<file path="config.mk">
export PLATFORM = sky130hd
export DESIGN_NAME = sram_arb_2p
export DESIGN_NICKNAME = d
export VERILOG_FILES = /design/src/rtl/sram_arb_2p.sv
export SDC_FILE = /design/constraint.sdc
export NUM_CORES = 1
export LEC_CHECK = 0
export ABC_AREA = 1
export BUFFER_PORTS_ARGS = -buffer_cell sky130_fd_sc_hd__buf_2
export CAP_MARGIN = 20
export CELL_PAD_IN_SITES_DETAIL_PLACEMENT = 1
export CELL_PAD_IN_SITES_GLOBAL_PLACEMENT = 2
export CORE_MARGIN = 2
export CORE_UTILIZATION = 23
export CTS_BUF_LIST = sky130_fd_sc_hd__clkbuf_4 sky130_fd_sc_hd__clkbuf_8
export DETAILED_ROUTE_END_ITERATION = 10
export GPL_ROUTABILITY_DRIVEN = 1
export HOLD_SLACK_MARGIN = 0.03
export PLACE_DENSITY_LB_ADDON = 0.1
export SETUP_SLACK_MARGIN = 0.3
export SYNTH_ARGS = -nofsm -noshare
export SYNTH_HDL_FRONTEND = slang
export SYNTH_SLANG_ARGS = --single-unit
</file>
<file path="constraint.sdc">
create_clock -name clk0 -period 1.4 [get_ports clk0]
set_clock_uncertainty 0.15 [all_clocks]
set_input_delay 0.21 -clock clk0 [delete_from_list [all_inputs] [get_ports clk0]]
set_output_delay 0.21 -clock clk0 [all_outputs]
set_load 0.01 [all_outputs]
</file>
<file path="src/rtl/sram_arb_2p.sv">
// Two-requester round-robin arbiter in front of a single-port SRAM macro.
// Commands are registered onto the macro pins; read data returns three cycles after accept.
module sram_arb_2p #(
  parameter int unsigned DATA_WIDTH = 32,
  parameter int unsigned ADDR_WIDTH = 7
) (
  input  logic                  clk0,
  input  logic                  rst_n,
  // requester A
  input  logic                  a_valid,
  output logic                  a_ready,
  input  logic                  a_we,
  input  logic [ADDR_WIDTH-1:0] a_addr,
  input  logic [DATA_WIDTH-1:0] a_wdata,
  output logic                  a_rvalid,
  output logic [DATA_WIDTH-1:0] a_rdata,
  output logic [15:0]           a_count,
  // requester B
  input  logic                  b_valid,
  output logic                  b_ready,
  input  logic                  b_we,
  input  logic [ADDR_WIDTH-1:0] b_addr,
  input  logic [DATA_WIDTH-1:0] b_wdata,
  output logic                  b_rvalid,
  output logic [DATA_WIDTH-1:0] b_rdata,
  output logic [15:0]           b_count,
  // SRAM macro port
  output logic                  csb0,
  output logic                  web0,
  output logic [ADDR_WIDTH-1:0] addr0,
  output logic [DATA_WIDTH-1:0] din0,
  input  logic [DATA_WIDTH-1:0] dout0
);

  localparam int unsigned CNT_WIDTH = 16;
  localparam logic [CNT_WIDTH-1:0] CNT_MAX = {CNT_WIDTH{1'b1}};

  typedef enum logic {
    PORT_A = 1'b0,
    PORT_B = 1'b1
  } port_e;

  // Response tag travelling alongside each SRAM command.
  typedef struct packed {
    logic  read;
    port_e port;
  } tag_t;

  port_e                 last_grant;
  tag_t                  tag_cmd;
  tag_t                  tag_data;
  logic                  accept;
  logic                  sel_we;
  logic [ADDR_WIDTH-1:0] sel_addr;
  logic [DATA_WIDTH-1:0] sel_wdata;
  port_e                 sel_port;

  // Round-robin grant: on a tie, the port not granted last time wins.
  always_comb begin
    a_ready = 1'b0;
    b_ready = 1'b0;
    if (rst_n) begin
      if (a_valid && (!b_valid || last_grant == PORT_B)) begin
        a_ready = 1'b1;
      end else if (b_valid) begin
        b_ready = 1'b1;
      end
    end
  end

  // Mux the winning requester's command onto the SRAM side.
  always_comb begin
    accept    = a_ready | b_ready;
    sel_port  = b_ready ? PORT_B : PORT_A;
    sel_we    = b_ready ? b_we    : a_we;
    sel_addr  = b_ready ? b_addr  : a_addr;
    sel_wdata = b_ready ? b_wdata : a_wdata;
  end

  // SRAM pin register and grant history.
  always_ff @(posedge clk0) begin
    if (!rst_n) begin
      csb0       <= 1'b1;
      web0       <= 1'b1;
      addr0      <= '0;
      din0       <= '0;
      last_grant <= PORT_B;
    end else begin
      csb0 <= ~accept;
      web0 <= accept ? ~sel_we : 1'b1;
      if (accept) begin
        addr0      <= sel_addr;
        din0       <= sel_wdata;
        last_grant <= sel_port;
      end
    end
  end

  // Tag pipeline: tag_cmd aligns with the pin cycle, tag_data with dout0.
  always_ff @(posedge clk0) begin
    if (!rst_n) begin
      tag_cmd  <= '{read: 1'b0, port: PORT_A};
      tag_data <= '{read: 1'b0, port: PORT_A};
    end else begin
      tag_cmd  <= '{read: accept && !sel_we, port: sel_port};
      tag_data <= tag_cmd;
    end
  end

  // Capture read data for the tagged port and pulse its rvalid.
  always_ff @(posedge clk0) begin
    if (!rst_n) begin
      a_rvalid <= 1'b0;
      b_rvalid <= 1'b0;
      a_rdata  <= '0;
      b_rdata  <= '0;
    end else begin
      a_rvalid <= tag_data.read && (tag_data.port == PORT_A);
      b_rvalid <= tag_data.read && (tag_data.port == PORT_B);
      if (tag_data.read && tag_data.port == PORT_A) begin
        a_rdata <= dout0;
      end
      if (tag_data.read && tag_data.port == PORT_B) begin
        b_rdata <= dout0;
      end
    end
  end

  // Saturating accepted-command counters.
  always_ff @(posedge clk0) begin
    if (!rst_n) begin
      a_count <= '0;
      b_count <= '0;
    end else begin
      if (a_ready && a_count != CNT_MAX) begin
        a_count <= a_count + CNT_WIDTH'(1);
      end
      if (b_ready && b_count != CNT_MAX) begin
        b_count <= b_count + CNT_WIDTH'(1);
      end
    end
  end

endmodule
</file>
==> metrics, run 1 <==
status finished with violations; failing checks negative setup slack; routability cong. 0.749; final hold violation count 0; pin count of the biggest net entering global routing between 40 and 50; cts bufs inserted 17; critical path peak fanout 2; Max clock buf depth 2; dpl ws -0.120 ns; post-synth top area cell dfxtp_1; Worst VDD drop around 0.52 mV; PortBufs around 260; Synth Area in Adders 0.00423; endpoints failing setup 82; multiplexer share of the synthesized area 0; layout cells sized above 1 0.628; synth top area cells dfxtp_1, nor2_1, nand3_1; Post-route DRC 0; P_leak 0.00602 uW; total track usage 0.211; worst path arrival time about 1.3 ns; relative slew slack 0.621; Final Total Pwr between 10000 and 15000 uW; Reg2Reg Setup Slack -0.27 ns; Routed WL per cell 17.8 microns; Final Worst Setup Slack -0.296 ns; die height between 150 and 200 microns; PwrDens 754 nW/um^2; crit path kind register to primary output; Compound-Gate Fraction of Synth Area 0.0931; routed wire length 30800 microns; num rows slightly below 60; Layout Utilization 0.539; area grow syn2layout 129%; distinct cell type count of the synthesized netlist 31; Post-Syn Area per Cell approximately 7.3 sq um; Max Transition Viols Final 0; Detailed Place HPWL 17200 microns; Congestion Overflow GR 0; final antenna-violating net count 0; actual slew at the worst max-slew pin about 0.57 ns; Initial Utilization 0.235; Tmin final ~1.7 ns; Die Span X roughly 160 microns; RSZ-0062 raised after global routing true; Total Neg Setup Slack -14.00 ns; register clock-pin slew on the reported worst setup and hold paths around 0.11 ns; YS warnings 0; Core ar. between 20000 and 30000 sq um; Syn Inst Count 810; Tcrit/Tclk final 1.21; Commonest cells post-synth nor2_1, dfxtp_1, nand3_1; top-count cell post-synth nor2_1; top cell type's share of synthesized area 0.487; Hold Path Class input port to register; largest family of logic cells by synthesized area simple AND/OR/NAND/NOR gates; WP data required ~1.0 ns; asr flop ratio synth 0; first-pass GRT wire length approximately 44000 microns; DR vias/cell between 4 and 5; simple-gate area share of the yosys netlist 0.354; TritonCTS clock tree built; Startpoint Class register; Synth Area in XOR/XNOR 0.00592; IO Count 257; drt first-iter violations between 300 and 400; number of enable flip-flop cells after synthesis 0; final net count roughly 1500; worst skew pair latency between 0.4 and 0.5 ns; routed vias 7907; vias in the first global route ~8200; Die ar. approximately 27000 sq um; CTS sink count 144; maxcap violations 0; post-synthesis sequential area ratio 0.487; post-synthesis net count roughly 930; Root Buffer clkbuf_8; initial antenna violation count 3; CTS H-tree depth 4; fmax a little under 600 MHz; worst hold slack between 0.1 and 0.15 ns; synthesized flop and latch total between 100 and 150; CP Capture Type primary output; cell area after synthesis between 5000 and 6000 sq um; Synth Flop Type dfxtp_1; router iterations before antenna repair 4
==> report_power, final <==
part	switching [uW]	internal (uW)	total, uW
sequential	164	4320	4490
combinational	1020	1400	2420
clock	1970	1370	3330
==> area by class of cell <==
| type | instances | area, sq um |
|---|---|---|
| fillers | 2898 | 11600 |
| repair buffers | 604 | 5880 |
| multi-input cells | 595 | 3670 |
| flip-flops and latches | 144 | 3090 |
| well taps | 330 | 413 |
| clock buffers | 18 | 248 |
| clock inverters | 14 | 136 |
| inverters | 24 | 126 |
| diodes | 3 | 7.51 |
==> state kept, by name, indices dropped and copies added (netlist names) <==
name and cells:
din0 32, last_grant 1, a_count 16, b_rvalid 1, tag_data 2, tag_cmd 2, a_rvalid 1, addr0 7
web0 1, csb0 1, b_rdata 32, b_count 16, a_rdata 32
==> path summary, 6_finish.rpt <==
kind / startpoint / endpoint / cells after the start
min reg2reg: tag_cmd[0] / tag_data[0] / 2
max: last_grant / b_ready / 6
min: rst_n / a_count[4] / 4
max reg2reg: last_grant / addr0[0] / 10
==> what timing repair did <==
action / in CTS / in global routing
gates cloned: 13 / 6
setup buffers: 74 / 44
hold buffers: 113 / 0
endpoints found under the setup margin: 279 / 282
endpoints found under the hold margin: 106 / 0
pin swaps: 27 / 65
gates resized for setup: 441 / 209
==> metrics by stage <==
step / cell area (sq um) / std cells
floorplan: 6250 / 810
global placement: 8470 / 1447
detailed placement: 8470 / 1447
CTS: 12500 / 1679
global route: 13600 / 1732
finish: 13600 / 1732
==> critical path: stages (launching register included) <==
cell and delay (ns):
dfxtp_2 0.34, buf_6 0.11, nand2_4 0.05, nand3_4 0.11
inv_4 0.10, buf_8 0.10, buf_6 0.09
==> kinds of logic (layout without fill, tap and decap cells) <==
group | Yosys count | after routing
AOI/OAI and AO/OA | 103 | 103
DFF | 144 | 144
xor gates and xnor gates | 4 | 4
buffers and inverters | 71 | 660
and+or+nand+nor | 486 | 486
other | 0 | 3
adders and majority gates | 2 | 2
==> routing by layer <==
metal / up-vias / global-route usage / share of wire
li1: 3828 / - / -
met1: 3834 / 0.258 / 0.42
met2: 189 / 0.374 / 0.52
met3: 56 / 0.0347 / 0.036
met4: 0 / 0.0719 / 0.024
met5: - / 0 / 0
==> cell usage in the layout (no fill, tap or decap), drive strengths merged <==
| cell type | Yosys | layout |
|---|---|---|
| nand2 | 124 | 124 |
| xor2 | 2 | 2 |
| nand4 | 5 | 5 |
| dfxtp | 144 | 144 |
| inv | 24 | 33 |
| a31oi | 1 | 1 |
| o211ai | 1 | 1 |
| nand3 | 128 | 128 |
| o21ai | 71 | 71 |
| clkbuf | 24 | 21 |
| clkinvlp | 0 | 3 |
| xnor2 | 2 | 2 |
| nor3b | 1 | 1 |
| nor3 | 3 | 3 |
| o31ai | 8 | 8 |
| nand3b | 1 | 1 |
| nor2 | 224 | 224 |
| a21oi | 22 | 22 |
| diode | 0 | 3 |
| clkinv | 0 | 2 |
| ha | 2 | 2 |
| dlygate4sd3 | 0 | 113 |
| buf | 23 | 488 |
Power figures use the tool's default switching activity.
==> inputs of run 2 (changes only) <==
--- a/config.mk
+++ b/config.mk
@@ -18,6 +18,7 @@
 export HOLD_SLACK_MARGIN = 0.03
 export PLACE_DENSITY_LB_ADDON = 0.1
 export SETUP_SLACK_MARGIN = 0.3
+export SKIP_CTS_REPAIR_TIMING = 1
 export SYNTH_ARGS = -nofsm -noshare
 export SYNTH_HDL_FRONTEND = slang
 export SYNTH_SLANG_ARGS = --single-unit
==> metrics, run 2 (same netlist as run 1, synthesis figures left out) <==
status finished with violations; failing checks negative hold slack, negative setup slack; Hold Path Class input port to register; CP Capture Type primary output; WP data required about 1.0 ns; endpoints failing setup roughly 80; Max clock buf depth 2; total track usage 0.166; P_leak 0.00527 uW; cts bufs inserted 17; area grow syn2layout 96.2%; Startpoint Class register; leading cell types in the layout, fill and taps excluded nor2_1, buf_2, buf_6; Worst path max stage delay approximately 0.36 ns; worst path arrival time 1.34 ns; WP depth 6; final antenna-violating net count 0; Total Neg Setup Slack -6.37 ns; PortBufs about 260; Initial Utilization 0.235; final net count roughly 1400; final hold violation count 1; DR vias/cell approximately 4.4; Worst VDD drop roughly 0.5 mV; worst hold slack -0.0280 ns; CP dominant cell by count nand2_4; fmax 590 MHz; vias in the first global route ~6400; routed wire length roughly 26000 microns; Root Buffer clkbuf_8; Post-route DRC 0; Routed WL per cell between 15 and 20 microns; CTS sink count approximately 140; worst skew pair latency 0.46 ns; chain of cells forming the critical path inv_2, nand2_4, nand2_4, nor2_4, buf_8, buf_6; first-pass GRT wire length ~35000 microns; initial antenna violation count 0; largest registers a_rdata (32), b_rdata (32), din0 (32); hold path cells 3; Core ar. 25200 sq um; CTS H-tree depth 4; register clock-pin slew on the reported worst setup and hold paths roughly 0.080 ns; routability cong. roughly 0.75; IO Count 257; commonest non-fill, non-tap cell in the layout nor2_1; router iterations before antenna repair 4; maxcap violations 0; antenna fix cells 0; Layout Utilization 0.461; Max Transition Viols Final 0; num rows 58; CP max stage cell dfxtp_2; layout cells sized above 1 0.495; TritonCTS clock tree built; routed vias 7255; Detailed Place HPWL 17200 microns; Die Span X approximately 160 microns; Worst path top cell family by delay flip-flops; Final Total Pwr ~9500 uW; Final Worst Setup Slack -0.296 ns; critical path peak fanout 6; RSZ-0062 raised after global routing true; crit path kind register to primary output; actual slew at the worst max-slew pin between 0.5 and 0.6 ns; R2R cell count 6; Die ar. ~27000 sq um; PwrDens about 820 nW/um^2; Tcrit/Tclk final 1.21; die height 164 microns; Tmin final approximately 1.7 ns; pin count of the biggest net entering global routing 47; relative slew slack 0.640; drt first-iter violations 287; WP buf/inv 3; Congestion Overflow GR 0
[run 2: cell count changes in the layout (fill, tap and decap cells not counted), moves of 13 or more]
cell,before,now
buf_16,13,0
o21ai_2,59,1
dfxtp_1,3,59
nand3_1,69,86
dfxtp_2,128,74
buf_2,115,167
buf_6,204,125
nand3_2,54,40
o21ai_0,3,66
buf_4,132,102
[run 2: worst paths after layout]
path	end	slack, ns	start
setup / recovery	a_ready	-0.30	last_grant
hold / removal	last_grant	-0.03	b_valid
setup reg to reg	b_count[8]	-0.19	b_count[0]
hold reg to reg	tag_data[0]	0.27	tag_cmd[0]
[run 2: area by class of cell]
cell class / instances / area (sq um)
fillers: 3014 / 13600
repair buffers: 521 / 4430
multi-input cells: 595 / 3270
flip-flops and latches: 144 / 3020
well taps: 330 / 413
clock buffers: 18 / 248
clock inverters: 14 / 136
inverters: 24 / 95.1
[run 2: through the flow]
stage	area, sq um	std cells	hold WS [ns]	setup WS, ns
after floorplan	6250	810	0.173	-0.0243
after global placement	8470	1447	0.246	-0.148
after detailed placement	8470	1447	0.256	-0.120
after CTS	8850	1479	-0.222	-0.500
after global routing	11600	1646	-0.0447	-0.377
final	11600	1646	-0.0280	-0.296
[run 2: tightest hold or removal path: stages]
cell	delay, ns
buf_2	0.16
nand2_4	0.09
o211ai_1	0.07
[run 2: metal layers]
| metal | track usage | share of wire | vias to the layer above |
|---|---|---|---|
| li1 | - | - | 3644 |
| met1 | 0.220 | 0.44 | 3405 |
| met2 | 0.274 | 0.50 | 173 |
| met3 | 0.0331 | 0.045 | 33 |
| met4 | 0.0466 | 0.016 | 0 |
| met5 | 0 | 0 | - |
[run 2: report_power, final]
group | total (uW) | internal, uW | switching [uW]
registers | 4430 | 4300 | 131
clock network | 3320 | 1370 | 1950
logic | 1710 | 919 | 788
==> inputs of run 3 (changes only) <==
--- a/config.mk
+++ b/config.mk
@@ -16,7 +16,7 @@
 export DETAILED_ROUTE_END_ITERATION = 10
 export GPL_ROUTABILITY_DRIVEN = 1
 export HOLD_SLACK_MARGIN = 0.03
-export PLACE_DENSITY_LB_ADDON = 0.1
+export PLACE_DENSITY = 0.77
 export SETUP_SLACK_MARGIN = 0.3
 export SKIP_CTS_REPAIR_TIMING = 1
 export SYNTH_ARGS = -nofsm -noshare
==> metrics, run 3 (same netlist as run 1, synthesis figures left out) <==
status finished with violations; failing checks negative setup slack; fmax roughly 560 MHz; drt first-iter violations around 330; actual slew at the worst max-slew pin ~0.4 ns; commonest non-fill, non-tap cell in the layout buf_6; first-pass GRT wire length roughly 34000 microns; Routed WL per cell 19.3 microns; initial antenna violation count 2; Worst path max stage delay 0.36 ns; relative slew slack 0.728; Hold Path Class input port to register; critical path peak fanout 8; register clock-pin slew on the reported worst setup and hold paths about 0.10 ns; die height 164 microns; RSZ-0062 raised after global routing true; Congestion Overflow GR 0; worst hold slack 0.0644 ns; router iterations before antenna repair 4; PwrDens 771 nW/um^2; routed wire length roughly 33000 microns; layout cells sized above 1 0.644; area grow syn2layout 129%; TritonCTS clock tree built; vias in the first global route 6548; largest registers a_rdata (32), b_rdata (32), din0 (32); worst path arrival time roughly 1.4 ns; worst skew pair latency between 0.4 and 0.5 ns; Final Total Pwr approximately 10000 uW; Total Neg Setup Slack -14.85 ns; R2R cell count 9; worst reg2reg startpoint last_grant; Max Transition Viols Final 0; endpoints failing setup between 80 and 90; DR vias/cell 4.66; Root Buffer clkbuf_8; CTS sink count ~140; CP dominant cell by count nand2_4; hold path cells 4; CP max stage cell dfxtp_2; Final Worst Setup Slack -0.391 ns; Tmin final approximately 1.8 ns; num rows between 50 and 60; routability cong. 0.759; Startpoint Class register; Layout Utilization 0.538; routed vias 7877; P_leak about 0.006 uW; Detailed Place HPWL about 16000 microns; Worst VDD drop between 0.6 and 0.7 mV; Core ar. roughly 25000 sq um; area post-placement between 8000 and 9000 sq um; chain of cells forming the critical path inv_2, nand2_4, nand2_4, nor2_4, buf_12, buf_6; crit path kind register to primary output; cts bufs inserted 17; PortBufs 256; maxcap violations 0; Worst Hold Endpoint a_count[5]; Max clock buf depth 2; Worst Hold Launch rst_n; Tcrit/Tclk final 1.28; Die ar. ~27000 sq um; pin count of the biggest net entering global routing roughly 70; final instance area 13500 sq um; IO Count between 200 and 300; leading cell types in the layout, fill and taps excluded buf_6, nor2_1, dfxtp_2; total track usage 0.160; fill count 2789; CTS H-tree depth 4; Post-route DRC 0; Reg2Reg Setup Slack -0.29 ns; final hold violation count 0; Crit Reg-Reg Endpoint din0[20]; final antenna-violating net count 0; Initial Utilization 0.235; Die Span X 164 microns; CP Capture Type primary output; final net count 1463; WP data required about 1.0 ns
==> run 3: cell count changes in the layout (fill, tap and decap cells not counted), sizes merged <==
cell,previous run,this run
buf,407,431
bufinv,0,1
clkbuf,20,32
clkinv,1,7
diode,0,3
dlygate4sd3,112,113
inv,34,32
==> run 3: through the flow <==
step / setup slack (ns) / cells
2_1_floorplan: -0.0243 / 810
3_3_place_gp: -0.0969 / 1429
3_5_place_dp: -0.166 / 1429
4_1_cts: -0.497 / 1461
5_1_grt: -0.467 / 1689
6_report: -0.391 / 1691
==> run 3: worst max path at each step <==
| stage | slack, ns | from | end |
|---|---|---|---|
| after floorplan | -0.02 | b_count[1] | b_count[7] |
| after global placement | -0.1 | a_count[0] | a_count[15] |
| final | -0.39 | last_grant | a_ready |
| after global routing | -0.47 | last_grant | a_ready |
| after CTS | -0.50 | last_grant | a_ready |
| after detailed placement | -0.17 | a_count[7] | a_count[13] |
==> run 3: where the power goes <==
part,switching (uW),leakage (uW),total [uW],internal [uW]
clock,1970,0.000193,3490,1520
sequential,178,0.00124,4500,4320
combinational,1120,0.00446,2450,1330
total,3270,0.00589,10400,7170
==> run 3: cell type report <==
class / instances / area, sq um / area share
clock buffers: 18 / 248 / 0.0183
diodes: 3 / 7.51 / 0.000554
inverters: 24 / 141 / 0.0104
flip-flops and latches: 144 / 3090 / 0.228
clock inverters: 14 / 144 / 0.0106
repair buffers: 558 / 5380 / 0.397
repair inverters: 5 / 108 / 0.00795
well taps: 330 / 413 / 0.0305
multi-input cells: 595 / 4010 / 0.296
==> run 3: critical path: cells and delay by family, from the launching register on <==
family | cells | cell delay [ns]
flops | 1 | 0.36
simple gates | 3 | 0.28
buf+inv | 3 | 0.33
==> run 3: layer usage <==
| metal | part of all wire | GRT usage |
|---|---|---|
| met1 | 0.37 | 0.197 |
| met5 | 0 | 0 |
| met2 | 0.54 | 0.272 |
| met3 | 0.050 | 0.0507 |
| met4 | 0.032 | 0.0379 |
